$ cat config.mk
export PLATFORM = sky130hd
export DESIGN_NAME = nco_quadrature
export DESIGN_NICKNAME = d
export VERILOG_FILES = /design/src/rtl/nco_quadrature.sv
export SDC_FILE = /design/constraint.sdc
export NUM_CORES = 1
export LEC_CHECK = 0
export ABC_AREA = 0
export BUFFER_PORTS_ARGS = -buffer_cell sky130_fd_sc_hd__buf_2
export CAP_MARGIN = 30
export CORE_ASPECT_RATIO = 0.7
export CORE_MARGIN = 2
export CORE_UTILIZATION = 41
export CTS_CLUSTER_DIAMETER = 60
export DETAILED_ROUTE_END_ITERATION = 12
export PLACE_DENSITY = 0.7
export SLEW_MARGIN = 20
export SYNTH_ARGS = -nofsm -noshare
export SYNTH_HDL_FRONTEND = slang
export SYNTH_SLANG_ARGS = --single-unit
$ cat constraint.sdc
create_clock -name clk -period 2.4 [get_ports clk]
set_input_delay 0 -clock clk [delete_from_list [all_inputs] [get_ports clk]]
set_output_delay 0 -clock clk [all_outputs]
set_load 0.03 [all_outputs]
$ cat src/rtl/nco_quadrature.sv
// Quadrature NCO: phase accumulator + quarter-wave cosine ROM -> signed cos/sin samples.
// Latency: 3 edges from an enabled edge to out_valid with its sample (stage1 index, stage2 ROM, stage3 sign).
// Backpressure: en low stalls the accumulator and issues no sample; outputs hold until the next valid.
// Optional build macro NCO_PHASE_DITHER_EN adds LFSR phase dither ahead of index truncation.
module nco_quadrature #(
  parameter int PHASE_W = 24,
  parameter int ADDR_W  = 6,
  parameter int DATA_W  = 8
) (
  input  logic                     clk,
  input  logic                     rst_n,
  input  logic                     en,
  input  logic [PHASE_W-1:0]       freq_word,
  input  logic                     freq_load,
  input  logic                     phase_clr,
  output logic signed [DATA_W-1:0] cos_out,
  output logic signed [DATA_W-1:0] sin_out,
  output logic                     out_valid
);

  localparam int N  = 2 ** ADDR_W;
  localparam int NQ = N / 4;
  localparam int RW = ADDR_W - 2;

  // Quarter-wave sample: round(A*cos(2*pi*k/N)) with symmetric amplitude A = 2^(DATA_W-1)-1.
  // Only k in [0, N/4] is ever requested, so x stays in [0, pi/2] and the series converges fast.
  function automatic logic [DATA_W-1:0] qval(input int k);
    real x;
    real term;
    real sum;
    real amp;
    x    = 2.0 * 3.14159265358979323846 * real'(k) / real'(N);
    term = 1.0;
    sum  = 1.0;
    for (int n = 1; n <= 14; n++) begin
      term = -term * x * x / real'((2 * n - 1) * (2 * n));
      sum  = sum + term;
    end
    amp  = real'((2 ** (DATA_W - 1)) - 1);
    qval = DATA_W'($rtoi(amp * sum + 0.5));
  endfunction

  logic [DATA_W-1:0] rom [0:NQ];

  for (genvar g = 0; g <= NQ; g++) begin : g_rom
    assign rom[g] = qval(g);
  end

  logic [PHASE_W-1:0] acc;
  logic [PHASE_W-1:0] freq_reg;
  logic [PHASE_W-1:0] ph;
  logic [ADDR_W-1:0]  k_s1;
  logic [ADDR_W-2:0]  nidx;
  logic [1:0]         quad_s2;
  logic [DATA_W-1:0]  qa_s2;
  logic [DATA_W-1:0]  qb_s2;
  logic               v1;
  logic               v2;

`ifdef NCO_PHASE_DITHER_EN
  localparam int DITH_W = PHASE_W - ADDR_W;
  logic [15:0]        lfsr;
  logic [PHASE_W-1:0] dith;

  // Low LFSR bits, zero-extended when the truncated field is wider than the LFSR.
  always_comb begin
    dith = '0;
    for (int i = 0; i < DITH_W && i < 16; i++) begin
      dith[i] = lfsr[i];
    end
  end

  // Maximal 16-bit LFSR (x^16+x^14+x^13+x^11+1); only reset reseeds it, phase_clr does not.
  always_ff @(posedge clk or negedge rst_n) begin
    if (!rst_n) begin
      lfsr <= 16'hACE1;
    end else if (en) begin
      lfsr <= {lfsr[14:0], lfsr[15] ^ lfsr[13] ^ lfsr[12] ^ lfsr[10]};
    end
  end

  assign ph = acc + dith;
`else
  assign ph = acc;
`endif

  // Mirror index into the quarter table: N/4 - r, always within [1, N/4].
  assign nidx = (ADDR_W - 1)'(NQ) - {1'b0, k_s1[RW-1:0]};

  // Tuning word register and phase accumulator; clear wins over advance.
  always_ff @(posedge clk or negedge rst_n) begin
    if (!rst_n) begin
      freq_reg <= '0;
      acc      <= '0;
    end else begin
      if (freq_load) begin
        freq_reg <= freq_word;
      end
      if (phase_clr) begin
        acc <= '0;
      end else if (en) begin
        acc <= acc + freq_reg;
      end
    end
  end

  // Stage 1: latch the current sample's table index (pre-add, pre-clear phase).
  always_ff @(posedge clk or negedge rst_n) begin
    if (!rst_n) begin
      k_s1 <= '0;
    end else if (en) begin
      k_s1 <= ph[PHASE_W-1 -: ADDR_W];
    end
  end

  // Stage 2: both quarter-table reads registered, quadrant forwarded; always flows.
  always_ff @(posedge clk or negedge rst_n) begin
    if (!rst_n) begin
      quad_s2 <= '0;
      qa_s2   <= '0;
      qb_s2   <= '0;
    end else begin
      quad_s2 <= k_s1[ADDR_W-1 -: 2];
      qa_s2   <= rom[{1'b0, k_s1[RW-1:0]}];
      qb_s2   <= rom[nidx];
    end
  end

  // Valid strobe: en delayed through three registers, aligned with the data stages.
  always_ff @(posedge clk or negedge rst_n) begin
    if (!rst_n) begin
      v1        <= 1'b0;
      v2        <= 1'b0;
      out_valid <= 1'b0;
    end else begin
      v1        <= en;
      v2        <= v1;
      out_valid <= v2;
    end
  end

  // Stage 3: quadrant sign/select into the outputs, updated only for a real sample.
  always_ff @(posedge clk or negedge rst_n) begin
    if (!rst_n) begin
      cos_out <= '0;
      sin_out <= '0;
    end else if (v2) begin
      case (quad_s2)
        2'd0: begin
          cos_out <=  $signed(qa_s2);
          sin_out <=  $signed(qb_s2);
        end
        2'd1: begin
          cos_out <= -$signed(qb_s2);
          sin_out <=  $signed(qa_s2);
        end
        2'd2: begin
          cos_out <= -$signed(qa_s2);
          sin_out <= -$signed(qb_s2);
        end
        default: begin
          cos_out <=  $signed(qb_s2);
          sin_out <= -$signed(qa_s2);
        end
      endcase
    end
  end

endmodule

Word level (Yosys, flattened, before mapping). Memory sizes are Yosys's and may differ from the RTL's. A register that Yosys moved wholly into a read port is not among the register bits. Index checks and enable logic that the tools add are counted.

Register bits: 75. Bits in latches: 0. RAM bits: 0. Memory bits (read-only): 512. Bits of input ports: 29. Output and inout port bits: 17. Word-level logic and storage cells: 27. Memories kept: 2.

Memory list: (name not given) (words 32, width 8, read ports 1, clocked after memory_dff 1, write ports 0, RTL line 125) `qb_s2 <= rom[nidx];`; (name not given) (words 32, width 8, read ports 1, clocked after memory_dff 1, write ports 0, RTL line 124) `qa_s2 <= rom[{1'b0, k_s1[RW-1:0]}];`.

Add/subtract/negate cells: 4. $mul: 0. Divide/modulo/power cells: 0. $lt $le $gt $ge: 0. Equal/unequal tests: 2. Shift operators: 0. Muxes and demuxes: 4. Bitwise gates (word level): 2. Reduce and logical (&&, ||, !) cells: 4.

Operators by type and width (number): 24-bit 2-to-1 mux (2); 8-bit case mux with 3 select lines (2); 24-bit adder (1); 8-bit negation (2); 4-bit NOT with 6-bit output (1); 5-bit NOT with 6-bit output (1); 5-bit by 4-bit subtractor with 5-bit output (first input constant) (1); 2-bit by 1-bit equality test with 1-bit output (second input constant) (1); 2-bit equality test (second input constant) (1); 1-bit zero test (2); 2-bit zero test (1); 2-bit nonzero test (1).

Longest topological paths before layout.
Depth in word-level cells: 3. Depth in mapped cells: 9. Mapped depth without buffers: 9.

Worst setup path after synthesis. Ideal clock, no wire load.

Kind: flip-flop to flip-flop. Start: register acc[0]. End: register acc[10]. Setup time: 0.069 ns. Arrival time: 2.351 ns. Data required time: 2.331 ns. Slack: -0.020 ns. Stages on the path, launching flop included: 10. Buffers on the path: 0. Clock period less this slack: 2.420 ns. Cell sequence: dfrtp_1 ha_1 fa_1 a21o_1 a31o_2 a21oi_2 nor2b_1 o31a_1 or4_1 nand3_1.

Word-level cells in the longest chain between the ends: 3.

Ends and longest elaborated chain: start: declaration (RTL line 49) `logic [PHASE_W-1:0] acc;`; start signal: assignment (RTL line 102) `acc <= acc + freq_reg;`; 24-bit adder (RTL line 102); 24-bit 2-to-1 mux (RTL line 101) `end else if (en) begin`; 24-bit 2-to-1 mux (RTL line 99) `if (phase_clr) begin`.

Every way passes these cells. The select of a mux whose other input is x is not followed. A chain may end at the register's enable or synchronous reset.

Worst setup path in the final report.
Start: register freq_reg[0]. End: register acc[22].

Word-level cells in the longest chain between the ends: 3.

Ends and longest elaborated chain: start: declaration (RTL line 50) `logic [PHASE_W-1:0] freq_reg;`; start signal: assignment (RTL line 97) `freq_reg <= freq_word;`; 24-bit adder (RTL line 102); 24-bit 2-to-1 mux (RTL line 101); 24-bit 2-to-1 mux (RTL line 99).

Every way passes these cells. The select of a mux whose other input is x is not followed.

==> results.yml <==
hold_path:
  min_to: "acc[7]$_DFFE_PN0P_"
  hp-class: "input pin to register"
  hold_start: "phase_clr"
  worstHoldPathCells: 2
timing:
  hold_viol: 0
  fin_skew_ns: 0.00778
  finalSetupViolations: 1
  slew_headroom_pct: 48.2
  tns_ns: -0.0332
  tightest_slew_ns: 0.774
  setup_ws_ns: -0.0332
  timing.final.crit_share_pct: 101
  finalCriticalPeriod_ns: 2.43
  grt_setup_unrepaired: "true"
  fmax_mhz: 411
  final_max_slew_viol_count: 0
pwr:
  p_int_mw: 4.13
  seqPwrFrac_pct: 33.0
  p_sw_mw: 2.61
  p_leak_nw: 2.94
  combPwrFrac_pct: 44.6
  vdd_drop_max_mv: 0.446
  switching_share_pct: 38.7
  power_density_nw_per_um2: 1020
  clkPwrFrac_pct: 22.4
die:
  rows: 34
  die-area_um2: 14100
  fp.dieW_um: 141
  die_h_um: 99.9
  coreArea_um2: 12600
  ios: 46
  start_util_pct: 42.6
synthesis:
  synthMuxAreaShare_pct: 12.4
  syn-num-nets: 606
  ys_types: 58
  synthAdderAreaFrac_pct: 7.80
  synth_edf_count: 0
  synth_largest_area_cell: "dfrtp_1"
  ys_top_cells_by_area: "dfrtp_1, mux2_2, ha_1"
  synth_area_um2: 5390
  ys.flop_type: "dfrtp_1"
  synth-seq-cells: 89
  synth_top_area_share_pct: 41.3
  synth_compound_area_share_pct: 17.5
  yosys.area_share.xor_xnor_pct: 5.04
  synth_simple_gate_area_share_pct: 12.5
  post-synth-top-count-cell: "dfrtp_1"
  synthCells: 544
  synth.top_cells.by_count: "dfrtp_1, nor2_1, nand2_1"
  synth_top_family_by_area: "compound AO/OA/AOI/OAI gates"
  ys_warn_count: 0
  syn_area_per_cell_um2: 9.90
  async_flop_share_pct: 100
  seq_area_frac_synth_pct: 41.3
critical_path:
  slowest_delay_ns: 0.39
  cp.arrival_ns: 2.65
  r2r_slack_ns: -0.03
  path_cells: "ha_2, fa_2, a21o_1, a31o_4, nand3_2, a2111oi_4, o21a_1, o21ai_1, mux2_1"
  cp_max_fo: 3
  r2r-start: "freq_reg[0]$_DFFE_PN0P_"
  r2r-end: "acc[22]$_DFFE_PN0P_"
  rr_worst_depth: 9
  end_kind: "register"
  critPathTopFamily: "compound AO/OA/AOI/OAI gates"
  path_class: "register to register"
  critPathBufInv: 0
  cp_slowest_cell: "dfrtp_1"
  startpoint_type: "register"
  crit_required_ns: 2.62
global_route:
  antenna_found_initial: 0
  grt_pass1_vias: 4281
  grt.overflow.total: 0
  grt_usage_pct: 18.0
  grt_pass1_wl_um: 20500
  grt_max_degree: 90
route:
  post_drt_wl_per_cell_um: 15.5
  drc_errors: 0
  routed_wl_um: 12200
  postRouteAntennaNets: 0
  vias: 4354
  firstDrtPassIters: 4
  drtIter0Drc: 176
  via_per_inst: 5.53
place:
  place_inst: 742
  portBuffers: 45
  dp_hpwl_um: 8650
  gp_routability_congestion: 0.893
run_status:
  violations: "negative setup slack"
  status: "complete, but fails checks"
cells_and_area:
  fin_cells: 787
  multiInputGateArea_um2: 3080
  area_delta_synth_final_pct: 22.1
  nFillCells: 1107
  drive_gt1_share_pct: 24.2
  fin_util_pct: 52.1
  seq_area_um2: 2230
  nets: 683
  num_antenna_cells: 0
clock_network:
  path_clk_slew_ns: 0.06
  numCtsBuffers: 9
  cts_tree: "done"
  clock_path_buffers: 2
  clock-sinks: 89
  clock-root-buffer: "clkbuf_16"
  htree_num_levels: 3
  clock_latency_ns: 0.34
run:
  max-cap-violations: 0
-- worst max path at each step --
stage,startpoint,to,cells after the start
3_3_place_gp,acc[0]$_DFFE_PN0P_,acc[22]$_DFFE_PN0P_,9
6_report,freq_reg[0]$_DFFE_PN0P_,acc[22]$_DFFE_PN0P_,9
5_1_grt,acc[2]$_DFFE_PN0P_,acc[23]$_DFFE_PN0P_,8
4_1_cts,freq_reg[3]$_DFFE_PN0P_,acc[21]$_DFFE_PN0P_,8
3_5_place_dp,acc[0]$_DFFE_PN0P_,acc[22]$_DFFE_PN0P_,9
2_1_floorplan,acc[0]$_DFFE_PN0P_,acc[10]$_DFFE_PN0P_,9
-- stage by stage --
stage / hold WS [ns] / instance area, µm² / setup slack, ns / power (mW)
global route: 0.116 / 6580 / -0.0964 / 7.19
finish: 0.0838 / 6580 / -0.0332 / 6.74
detailed placement: 0.0753 / 5870 / -0.0459 / 5.07
floorplan: -0.296 / 5390 / 0.0301 / 4.32
CTS: 0.0780 / 6480 / 0.0000737 / 6.68
global placement: 0.0713 / 5870 / -0.00378 / 4.95
-- cells in the final DEF (no fill, tap or decap), types with 3 or more instances in the layout --
master	count
a211oi_1	8
a21o_1	7
a21oi_1	36
a21oi_2	5
a22o_1	8
a311oi_1	3
a31oi_1	8
and3_1	5
buf_2	44
buf_4	25
clkbuf_16	9
dfrtp_1	89
dlygate4sd3_1	25
ha_1	26
ha_2	4
inv_1	20
mux2_2	38
mux2i_1	15
mux4_2	3
nand2_1	39
nand2b_1	7
nand3_1	12
nand3b_1	4
nor2_1	43
nor2b_1	6
nor3_1	13
o211ai_1	5
o21a_1	5
o21ai_0	29
o21ai_1	4
o31ai_1	3
or3_1	4
xnor2_1	17
xor2_1	14
-- final cells by class --
| class | instances | area share [%] |
|---|---|---|
| clock buffer | 11 | 3.69 |
| timing repair buffer | 95 | 10.3 |
| sequential | 89 | 33.9 |
| inverter | 20 | 1.14 |
| clock inverter | 4 | 1.18 |
| multi-input combinational | 406 | 46.7 |
| tap | 162 | 3.08 |
-- layer usage --
| layer | global-route usage [%] | vias up | wire length [µm] |
|---|---|---|---|
| met5 | 0 | - | 0 |
| met4 | 4.54 | 0 | 138 |
| met3 | 3.91 | 16 | 561 |
| met2 | 28.3 | 103 | 5430 |
| met1 | 25.4 | 2123 | 6050 |
| li1 | - | 2112 | - |
-- cells by family (layout without fill, tap and decap cells) --
logic type / after synthesis / in the layout
simple gates: 143 / 143
compound gates: 141 / 141
flops: 89 / 89
mux: 58 / 58
buf+inv: 49 / 130
fa+ha+maj: 33 / 33
xor+xnor: 31 / 31
-- power groups by stage --
stage	Clock [mW]	Combinational (mW)	Sequential [mW]
after floorplan	0	1.97	2.35
after global placement	0	2.73	2.21
after detailed placement	0	2.83	2.24
after CTS	1.54	2.92	2.22
after global routing	1.61	3.31	2.28
final	1.51	3.00	2.22
-- repair_timing --
item                                    CTS  global route
hold buffers                             25             0
pin swaps                                 3            13
endpoints found under the hold margin   113             0
resized for setup                         8            10
endpoints found under the setup margin    5             7
gates cloned                              0             0
buffers inserted                          0             5
(Power assumes the default switching activity.)
